**src/rtl/hazard_scoreboard.sv**
```systemverilog
// Register-pending scoreboard for a classic 5-stage MIPS-style pipeline.
// Generates D-stage stalls from per-GPR Tnew counters and a mul/div busy timer.
module hazard_scoreboard #(
   parameter int NREG     = 32,
   parameter int TW       = 2,
   parameter int MULT_CYC = 5,
   parameter int DIV_CYC  = 10,
   parameter int SCW      = 16
) (
   input  logic                    clk,
   input  logic                    reset,
   input  logic                    d_valid,
   input  logic [$clog2(NREG)-1:0] d_rs,
   input  logic [$clog2(NREG)-1:0] d_rt,
   input  logic [TW-1:0]           d_tuse_rs,
   input  logic [TW-1:0]           d_tuse_rt,
   input  logic                    d_wr_en,
   input  logic [$clog2(NREG)-1:0] d_wr_addr,
   input  logic [TW-1:0]           d_tnew,
   input  logic                    d_md_start,
   input  logic                    d_md_is_div,
   input  logic                    d_md_use,
   input  logic                    flush,
   output logic                    stall,
   output logic                    stall_rs,
   output logic                    stall_rt,
   output logic                    stall_md,
   output logic                    md_busy,
   output logic [SCW-1:0]          stall_count
);

   localparam int AW   = $clog2(NREG);
   localparam int MAXC = (DIV_CYC > MULT_CYC) ? DIV_CYC : MULT_CYC;
   localparam int MW   = $clog2(MAXC + 2);
   localparam logic [MW-1:0] MULT_LD = MW'(MULT_CYC + 1);
   localparam logic [MW-1:0] DIV_LD  = MW'(DIV_CYC + 1);

   logic [TW-1:0] cnt [NREG];
   logic [TW-1:0] cnt_rs;
   logic [TW-1:0] cnt_rt;
   logic [MW-1:0] md_cnt;
   logic          issue;

   assign cnt_rs = cnt[d_rs];
   assign cnt_rt = cnt[d_rt];

   always_comb begin
      stall_rs = d_valid & (d_rs != '0) & (d_tuse_rs < cnt_rs);
      stall_rt = d_valid & (d_rt != '0) & (d_tuse_rt < cnt_rt);
      md_busy  = (md_cnt != '0);
      stall_md = d_valid & d_md_use & md_busy;
      stall    = stall_rs | stall_rt | stall_md;
      issue    = d_valid & ~stall;
   end

   // Entry 0 is a constant-zero flop so $0 reads never see a pending write.
   always_ff @(posedge clk) begin
      for (int r = 0; r < NREG; r++) begin
         if (reset || flush || r == 0)
            cnt[r] <= '0;
         else if (issue && d_wr_en && d_wr_addr == AW'(r))
            cnt[r] <= d_tnew;
         else if (cnt[r] != '0)
            cnt[r] <= cnt[r] - TW'(1);
      end
   end

   always_ff @(posedge clk) begin
      if (reset)
         md_cnt <= '0;
      else if (issue && d_md_start)
         md_cnt <= d_md_is_div ? DIV_LD : MULT_LD;
      else if (md_cnt != '0)
         md_cnt <= md_cnt - MW'(1);
   end

   always_ff @(posedge clk) begin
      if (reset)
         stall_count <= '0;
      else if (stall && stall_count != '1)
         stall_count <= stall_count + SCW'(1);
   end

endmodule

```
**config.mk**
```make
export PLATFORM = sky130hd
export DESIGN_NAME = hazard_scoreboard
export DESIGN_NICKNAME = d
export VERILOG_FILES = /design/src/rtl/hazard_scoreboard.sv
export SDC_FILE = /design/constraint.sdc
export NUM_CORES = 1
export LEC_CHECK = 0
export CELL_PAD_IN_SITES_DETAIL_PLACEMENT = 2
export CELL_PAD_IN_SITES_GLOBAL_PLACEMENT = 2
export CORE_MARGIN = 5
export CORE_UTILIZATION = 30
export DETAILED_ROUTE_END_ITERATION = 7
export GPL_TIMING_DRIVEN = 0
export HOLD_SLACK_MARGIN = 0.03
export PLACE_DENSITY = 0.67
export SYNTH_ARGS = -nofsm -noshare
export SYNTH_HDL_FRONTEND = slang
export SYNTH_SLANG_ARGS = --single-unit
export TNS_END_PERCENT = 30
```
**constraint.sdc**
```tcl
create_clock -name clk -period 8.35 [get_ports clk]
set_clock_uncertainty 0.15 [all_clocks]
set_input_delay 2.0875 -clock clk [delete_from_list [all_inputs] [get_ports clk]]
set_output_delay 2.0875 -clock clk [all_outputs]
set_load 0.01 [all_outputs]
```
Yosys cells after proc, flatten, opt, wreduce, memory -nomap -nowiden --
Memories as Yosys holds them, arrays and structs flattened. Index checks and enable logic that the tools add are counted.
Word-level totals: word-level logic and storage cells 496, input bits 29, RAM bits 64, register bits 20, output and inout bits 21, memories kept 1
Memory list:
- cnt | depth 32, bits a word 2, rd ports 33, clocked after memory_dff 0, wr ports 32, RTL line 38 | logic [TW-1:0] cnt [NREG];
Operators by class: muxes and demuxes 284, $add $sub $neg 33, reductions and logical operators 70, bitwise operators 72, equality and inequality tests 32, order comparisons 2
Operator list (number):
- $mux 1 | 219
- $mux 2 | 62
- $eq 5x5->1 const B | 16
- $or 1x1->1 | 64
- $reduce_bool 2->1 | 32
- $sub 2x1->2 const B | 31
- $eq 5x4->1 const B | 8
- $logic_and 1x1->1 | 34
- $eq 5x3->1 const B | 4
- $add 16x1->16 const B | 1
- $ne 16x16->1 const B | 1
- $mux 4 | 3
- $eq 5x2->1 const B | 2
- $reduce_bool 5->1 | 2
- $and 1x1->1 | 7
- $eq 5x1->1 const B | 1
- $lt 2x2->1 | 2
- $reduce_bool 4->1 | 1
- $sub 4x1->4 const B | 1
- $logic_or 1x1->1 | 1
- $not 1->1 | 1

Logic depth before layout (Yosys ltp) --
Gate-level depths: netlist of run 1.
depth in word-level cells 14, mapped depth 20, mapped depth without buffers 16

Least setup slack after synthesis of run 1 --
No wires, ideal clock.
path type in2out, start point in d_rs[0], end point out stall, slack 0.784 ns, required time 6.113 ns, stages 14, arrival 5.329 ns, buffers on the path 4, cell sequence clkbuf_1 > buf_1 > mux4_2 > mux4_2 > o21ai_0 > ha_1 > nor2b_1 > o41ai_1 > nor2_1 > a211oi_1 > and2_4 > inv_2 > buf_4 > buf_2
On the way: longest elaborated chain between the ends 5, elaborated cells between the ends (all ways) 7, those cells by class order compare (1); bitwise (4); reduce/logical (1); memory (1)
Ends and longest elaborated chain:
- start, declared | RTL line 13 | input logic [$clog2(NREG)-1:0] d_rs,
- $mem_v2 32x2 / $reduce_bool 5->1 (equally long branches)
- $lt 2x2->1 / $and 1x1->1 (equally long branches) | RTL line 48 | stall_rs = d_valid & (d_rs != '0) & (d_tuse_rs < cnt_rs);
- $and 1x1->1 * | RTL line 48
- $or 1x1->1 * (2 in series) | RTL line 52 | stall = stall_rs | stall_rt | stall_md;
- end, declared | RTL line 24 | output logic stall,
Every way passes the cells marked *; elsewhere a longest branch is shown, timed or not.

Worst setup path after layout of run 1 --
Ends and elaborated chain as after synthesis.

==> flow_summary.toml, run 1 <==
[cts]
htreeDepth = 3
numCtsBuffers = 9
clock_path_buffers = 2
cts_root_buf = "clkbuf_16"
ctsHoldBuffers = 0
cts_tree = "done"
insertion_delay_ps = 350
clock_sinks = 82
clk_pin_slew_worst_paths_ps = 60

[die]
die-width_um = 156
dieArea_um2 = 24500
pin_count = 50
core_area_um2 = 21100
start_util = 0.305
die_y_um = 156
rows = 53

[global_route]
grt_pass1_wl_um = 34300
grt_pass1_vias = 5926
grt-ovfl-total = 0
antenna_found_initial = 0
gr-usage-all-layers = 0.184
grt_max_degree = 20

[synth]
synth_area_leader_cell = "edfxtp_1"
ys_types = 61
synth_top_area_frac = 0.289
ys.flop_type = "edfxtp_1"
synth_commonest_cells = "mux2i_1 (83), inv_1 (74), or3_1 (65)"
syn_nets = 699
ys_seq_area_frac = 0.352
synth-async-reset-ratio = 0
synth_edf_count = 62
syn_inst = 634
yosysMostFrequentCell = "mux2i_1"
synth_area_per_cell_um2 = 10.1
synth_area_leaders = "edfxtp_1 (29%), mux2i_1 (13%), ha_1 (7.0%), or3_1 (6.3%), dfxtp_1 (6.2%)"
syn_area_um2 = 6430
synth-seq-cells = 82
ys.warnings.count = 0

[setup_path]
cp_max_fo = 19
critPathSlowestCell = "clkdlybuf4s50_1"
start_kind = "primary input"
critPathTopFamily = "buffers and inverters"
cpPeakStageDelay_ps = 560
path_class = "in2out"
crit_buf_inv = 6
crit_required_ps = 6110
end_kind = "primary output"
cp_cell_sequence = "clkdlybuf4s50_1, clkbuf_8, buf_8, mux4_2, mux4_2, o21ai_1, ha_1, nor2b_1, o41ai_1, nor2_1, a211oi_2, and2_4, inv_4, buf_6, clkdlybuf4s50_1"
cp.arrival_ps = 5960

[job]
drv_cap = 0

[detailed_routing]
drtAntennaViolNets = 0
wire_per_inst_um = 23.0
avgViaCountPerCell = 5.56
num_vias = 5392
drcViolationCount = 0
drtIter0Drc = 231
routed_wl_um = 22300
dr.pass1.iters = 5

[final_layout]
fillers = 2280
register_area_um2 = 2260
fin_area_um2 = 7530
multi_input_area_um2 = 3650
nets = 754
drive_gt1_frac = 0.105
synthToLayoutAreaGrowth_pct = 17.2
antennaDiodeCount = 0

[power]
p_per_area_nw_per_um2 = 181
leakagePower_uw = 0.00258
p_total_uw = 1370
peakVddDrop_uv = 102

[sta]
fin_crit_ps = 8200
hold_viol = 0
rsz0062_at_grt = "false"
fin_ws_ps = 148
tightestPinTransition_ps = 853
setup_tns_ps = 0
slew_viol_final = 0
setup_viol = 0
fmax_mhz = 122
slew_headroom = 0.428
fin_crit_sh = 0.982

[worst_hold_path]
hold_path_class = "reg2reg"

[placement]
placed_cell_area_um2 = 7210
portBuffers = 43
gp_congestion = 0.855
hpwl_um = 17000
post-place-ws_ps = -1300

[outcome]
outcome = "finished, final reports clean"
[report_power, final]
group | total (uW) | internal (uW) | switching (uW)
registers | 555 | 500 | 55.3
clock network | 403 | 232 | 171
logic | 409 | 180 | 228
[metal layers]
layer / vias to the layer above / wire, um / track usage
li1: 2482 / - / -
met1: 2767 / 9700 / 0.233
met2: 118 / 11200 / 0.325
met3: 25 / 960 / 0.0232
met4: 0 / 435 / 0.0574
met5: - / 0 / 0
[cell families (layout without fill, tap and decap cells)]
kind of cell,Yosys count,in the layout,share of synthesized area
simple gates,224,224,0.209
buf+inv,114,174,0.0831
mux,111,111,0.216
flops,82,82,0.352
compound gates,64,64,0.0669
fa+ha+maj,36,36,0.0700
xor+xnor,3,3,0.00409
[tightest hold or removal path, stage by stage (launching register included)]
cell and delay (ps):
dfxtp_1 330, o21ai_0 80, a21oi_1 70
[metrics by stage]
step	instances	util	hold WS (ps)
2_1_floorplan	634	-	373
3_3_place_gp	952	0.342	355
3_5_place_dp	952	0.342	376
4_1_cts	968	0.356	383
5_1_grt	969	0.357	420
6_report	969	0.357	379
[cell usage in the layout (no fill, tap or decap), types with 19 or more instances in the layout]
cell,instances
clkbuf_1,23
clkdlybuf4s50_1,43
dfxtp_1,20
edfxtp_1,62
ha_1,36
inv_1,74
mux2i_1,83
nand3b_1,36
nor2_1,19
nor3_1,34
or3_1,65
[flip-flops by register name, indices dropped and copies added, names as in the netlist]
signal,count
md_cnt,4
stall_count,16
cnt,62
[cell type report]
type,count,share of cell area
clock inverters,3,0.00531
flip-flops and latches,82,0.300
plain buffers,38,0.0362
well taps,275,0.0457
clock buffers,13,0.0319
repair buffers,45,0.0591
inverters,75,0.0377
multi-input cells,438,0.484
[repair_timing]
item                                    CTS  global route
endpoints found under the setup margin    2             1
gates resized for setup                  11             4
buffers inserted                          1             1
pin swaps                                 1             2
endpoints found under the hold margin     0             0
[worst paths after layout]
path | from | to | slack [ps] | cells past startpoint
max | d_rs[0] | stall | 150 | 15
max reg2reg | cnt[15][1]$_DFFE_PP_ | cnt[8][0]$_DFFE_PP_ | 4320 | 13
min reg2reg | stall_count[1]$_SDFFE_PP0P_ | stall_count[1]$_SDFFE_PP0P_ | 380 | 2
min | stall_count[1]$_SDFFE_PP0P_ | stall_count[1]$_SDFFE_PP0P_ | 380 | 2
(Power assumes the default switching activity.)
==> inputs of run 2 (changes only) <==
--- a/config.mk
+++ b/config.mk
@@ -8,4 +8,5 @@
 export CELL_PAD_IN_SITES_DETAIL_PLACEMENT = 2
 export CELL_PAD_IN_SITES_GLOBAL_PLACEMENT = 2
+export CORE_ASPECT_RATIO = 0.75
 export CORE_MARGIN = 5
 export CORE_UTILIZATION = 30
@@ -14,4 +15,5 @@
 export HOLD_SLACK_MARGIN = 0.03
 export PLACE_DENSITY = 0.67
+export RECOVER_POWER = 50
 export SYNTH_ARGS = -nofsm -noshare
 export SYNTH_HDL_FRONTEND = slang
==> constraint.sdc (replaced) <==
create_clock -name clk -period 8.35 [get_ports clk]
set_clock_uncertainty 0.15 [all_clocks]
set_input_delay 1.67 -clock clk [delete_from_list [all_inputs] [get_ports clk]]
set_output_delay 1.67 -clock clk [all_outputs]
set_load 0.01 [all_outputs]
==> run 2 against run 1 <==
  * Cell count up 1.2%
  * Combinational power shrank 3%
  * Non-clock buffer count decreased by 1
  * Register-to-register slack got worse by 330 ps
  * Largest power group unchanged
  * Worst hold slack gained 5.6 ps
  * Die area up 0.12%
==> flow_summary.toml, run 2 (synthesis gave the netlist of run 1 again) <==
[placement]
gp_congestion = 0.751
placedCellCount = 965
hpwl_um = 17400
portBuffers = 43
post-place-ws_ps = -422

[job]
drv_cap = 0

[detailed_routing]
drcViolationCount = 0
avgViaCountPerCell = 5.51
drtIter0Drc = 379
wire_per_inst_um = 23.6
drtAntennaViolNets = 0
num_vias = 5402
dr.pass1.iters = 5
routed_wl_um = 23100

[global_route]
grt-ovfl-total = 0
grt_max_degree = 15
antenna_found_initial = 0
gr-usage-all-layers = 0.193
grt_pass1_wl_um = 35600
grt_pass1_vias = 5945

[sta]
rsz0062_at_grt = "false"
hold_viol = 0
fin_ws_ps = 229
slew_headroom = 0.374
fin_crit_sh = 0.973
fin_crit_ps = 8120
slew_viol_final = 0
setup_tns_ps = 0
setup_viol = 0
tightestPinTransition_ps = 936
fmax_mhz = 123
hold-worst-slack_ps = 385

[cts]
cts_tree = "done"
clock_sinks = 82
insertion_delay_ps = 350
cts_root_buf = "clkbuf_16"
ctsHoldBuffers = 0
htreeDepth = 3
clock_path_buffers = 2
clk_pin_slew_worst_paths_ps = 70
cts_setup_buffers = 0
numCtsBuffers = 9

[setup_path]
crit_buf_inv = 7
worstReg2RegStart = "cnt[15][1]$_DFFE_PP_"
end_kind = "primary output"
r2r-end = "cnt[7][0]$_DFFE_PP_"
cp.arrival_ps = 6300
path_class = "in2out"
regToRegSetupSlack_ps = 3990
cpPeakStageDelay_ps = 620
worstSetupPathDepth = 16
cp_max_fo = 10
rr_worst_depth = 13
start_kind = "primary input"
critPathTopFamily = "buffers and inverters"
crit_path_end = "stall"
worstSetupStartpoint = "d_rs[0]"
critPathSlowestCell = "mux4_2"
crit_required_ps = 6530
cp_cell_sequence = "clkdlybuf4s50_1, clkbuf_2, buf_2, mux4_2, mux4_2, o21ai_0, ha_1, nor2b_1, o41ai_1, nor2_1, a211oi_1, and2_4, inv_2, buf_4, buf_2, clkdlybuf4s50_1"

[power]
p_per_area_nw_per_um2 = 181
peakVddDrop_uv = 91.0
swShare = 0.341
clkPwrFrac = 0.300
p_sw_uw = 465
power_frac_comb = 0.291
p_seq_frac = 0.409
leakagePower_uw = 0.00262
p_total_uw = 1360
p_int_uw = 897

[die]
pin_count = 50
die-width_um = 179
core_area_um2 = 21100
dieArea_um2 = 24500
rows = 46
start_util = 0.304
die_y_um = 137

[final_layout]
fin_cells = 981
final_common_cell = "mux2i_1"
drive_gt1_frac = 0.0996
reg.largest.list = "cnt (62), stall_count (16), md_cnt (4)"
fillers = 2319
synthToLayoutAreaGrowth_pct = 16.7
antennaDiodeCount = 0
mostFrequentLayoutCells = "mux2i_1 (83), inv_1 (74), or3_1 (65)"
regMostFlops = "cnt"
nets = 753
largest_register_ffs = 62

[worst_hold_path]
min_from = "stall_count[1]$_SDFFE_PP0P_"
hold_path_class = "reg2reg"

[outcome]
outcome = "finished, final reports clean"
==> run 2: power groups by stage <==
stage               logic (uW)  registers, uW  clock network, uW
finish                     397            557                408
global route               445            564                429
CTS                        407            556                416
detailed placement         405            566                  0
global placement           376            560                  0
floorplan                  265            536                  0
==> run 2: repair_timing <==
action | in CTS | in global routing
resized for setup | 3 | 2
pin swaps | 0 | 0
endpoints found under the setup margin | 1 | 1
==> run 2: layout make-up <==
| class | count | area (um2) | area share |
|---|---|---|---|
| inverters | 75 | 282 | 0.0375 |
| well taps | 288 | 360 | 0.0480 |
| multi-input cells | 438 | 3630 | 0.484 |
| plain buffers | 39 | 244 | 0.0325 |
| flip-flops and latches | 82 | 2260 | 0.301 |
| repair buffers | 43 | 430 | 0.0574 |
| clock buffers | 12 | 268 | 0.0357 |
| clock inverters | 4 | 22.5 | 0.00300 |
==> run 2: per-stage QoR <==
| step | utilization | instance area [um2] |
|---|---|---|
| detailed placement | 0.342 | 7220 |
| floorplan | - | 6430 |
| CTS | 0.356 | 7520 |
| global route | 0.355 | 7500 |
| global placement | 0.342 | 7220 |
| finish | 0.355 | 7500 |
==> run 2: worst min-delay path by stage <==
stage | cells after the start | slack (ps) | endpoint
finish | 2 | 380 | stall_count[1]$_SDFFE_PP0P_
global route | 2 | 430 | stall_count[15]$_SDFFE_PP0P_
CTS | 2 | 390 | stall_count[1]$_SDFFE_PP0P_
detailed placement | 2 | 380 | stall_count[1]$_SDFFE_PP0P_
global placement | 2 | 350 | stall_count[1]$_SDFFE_PP0P_
floorplan | 2 | 370 | stall_count[8]$_SDFFE_PP0P_
==> run 2: worst reg2reg max path, stage by stage, from the launching register on <==
cell	delay (ps)
edfxtp_1	430
mux4_2	550
mux4_2	500
o21ai_0	200
ha_1	180
nor2b_1	50
o41ai_1	80
nor2_1	110
a211oi_1	370
and2_4	230
inv_2	90
clkbuf_1	340
nor3_1	550
nand3b_1	230
==> run 2: layer usage <==
metal | GRT usage | up-vias | wire length (um)
met5 | 0 | - | 0
met4 | 0.0366 | 0 | 207
met3 | 0.0406 | 19 | 1430
met2 | 0.303 | 144 | 10200
met1 | 0.277 | 2768 | 11200
li1 | - | 2471 | -
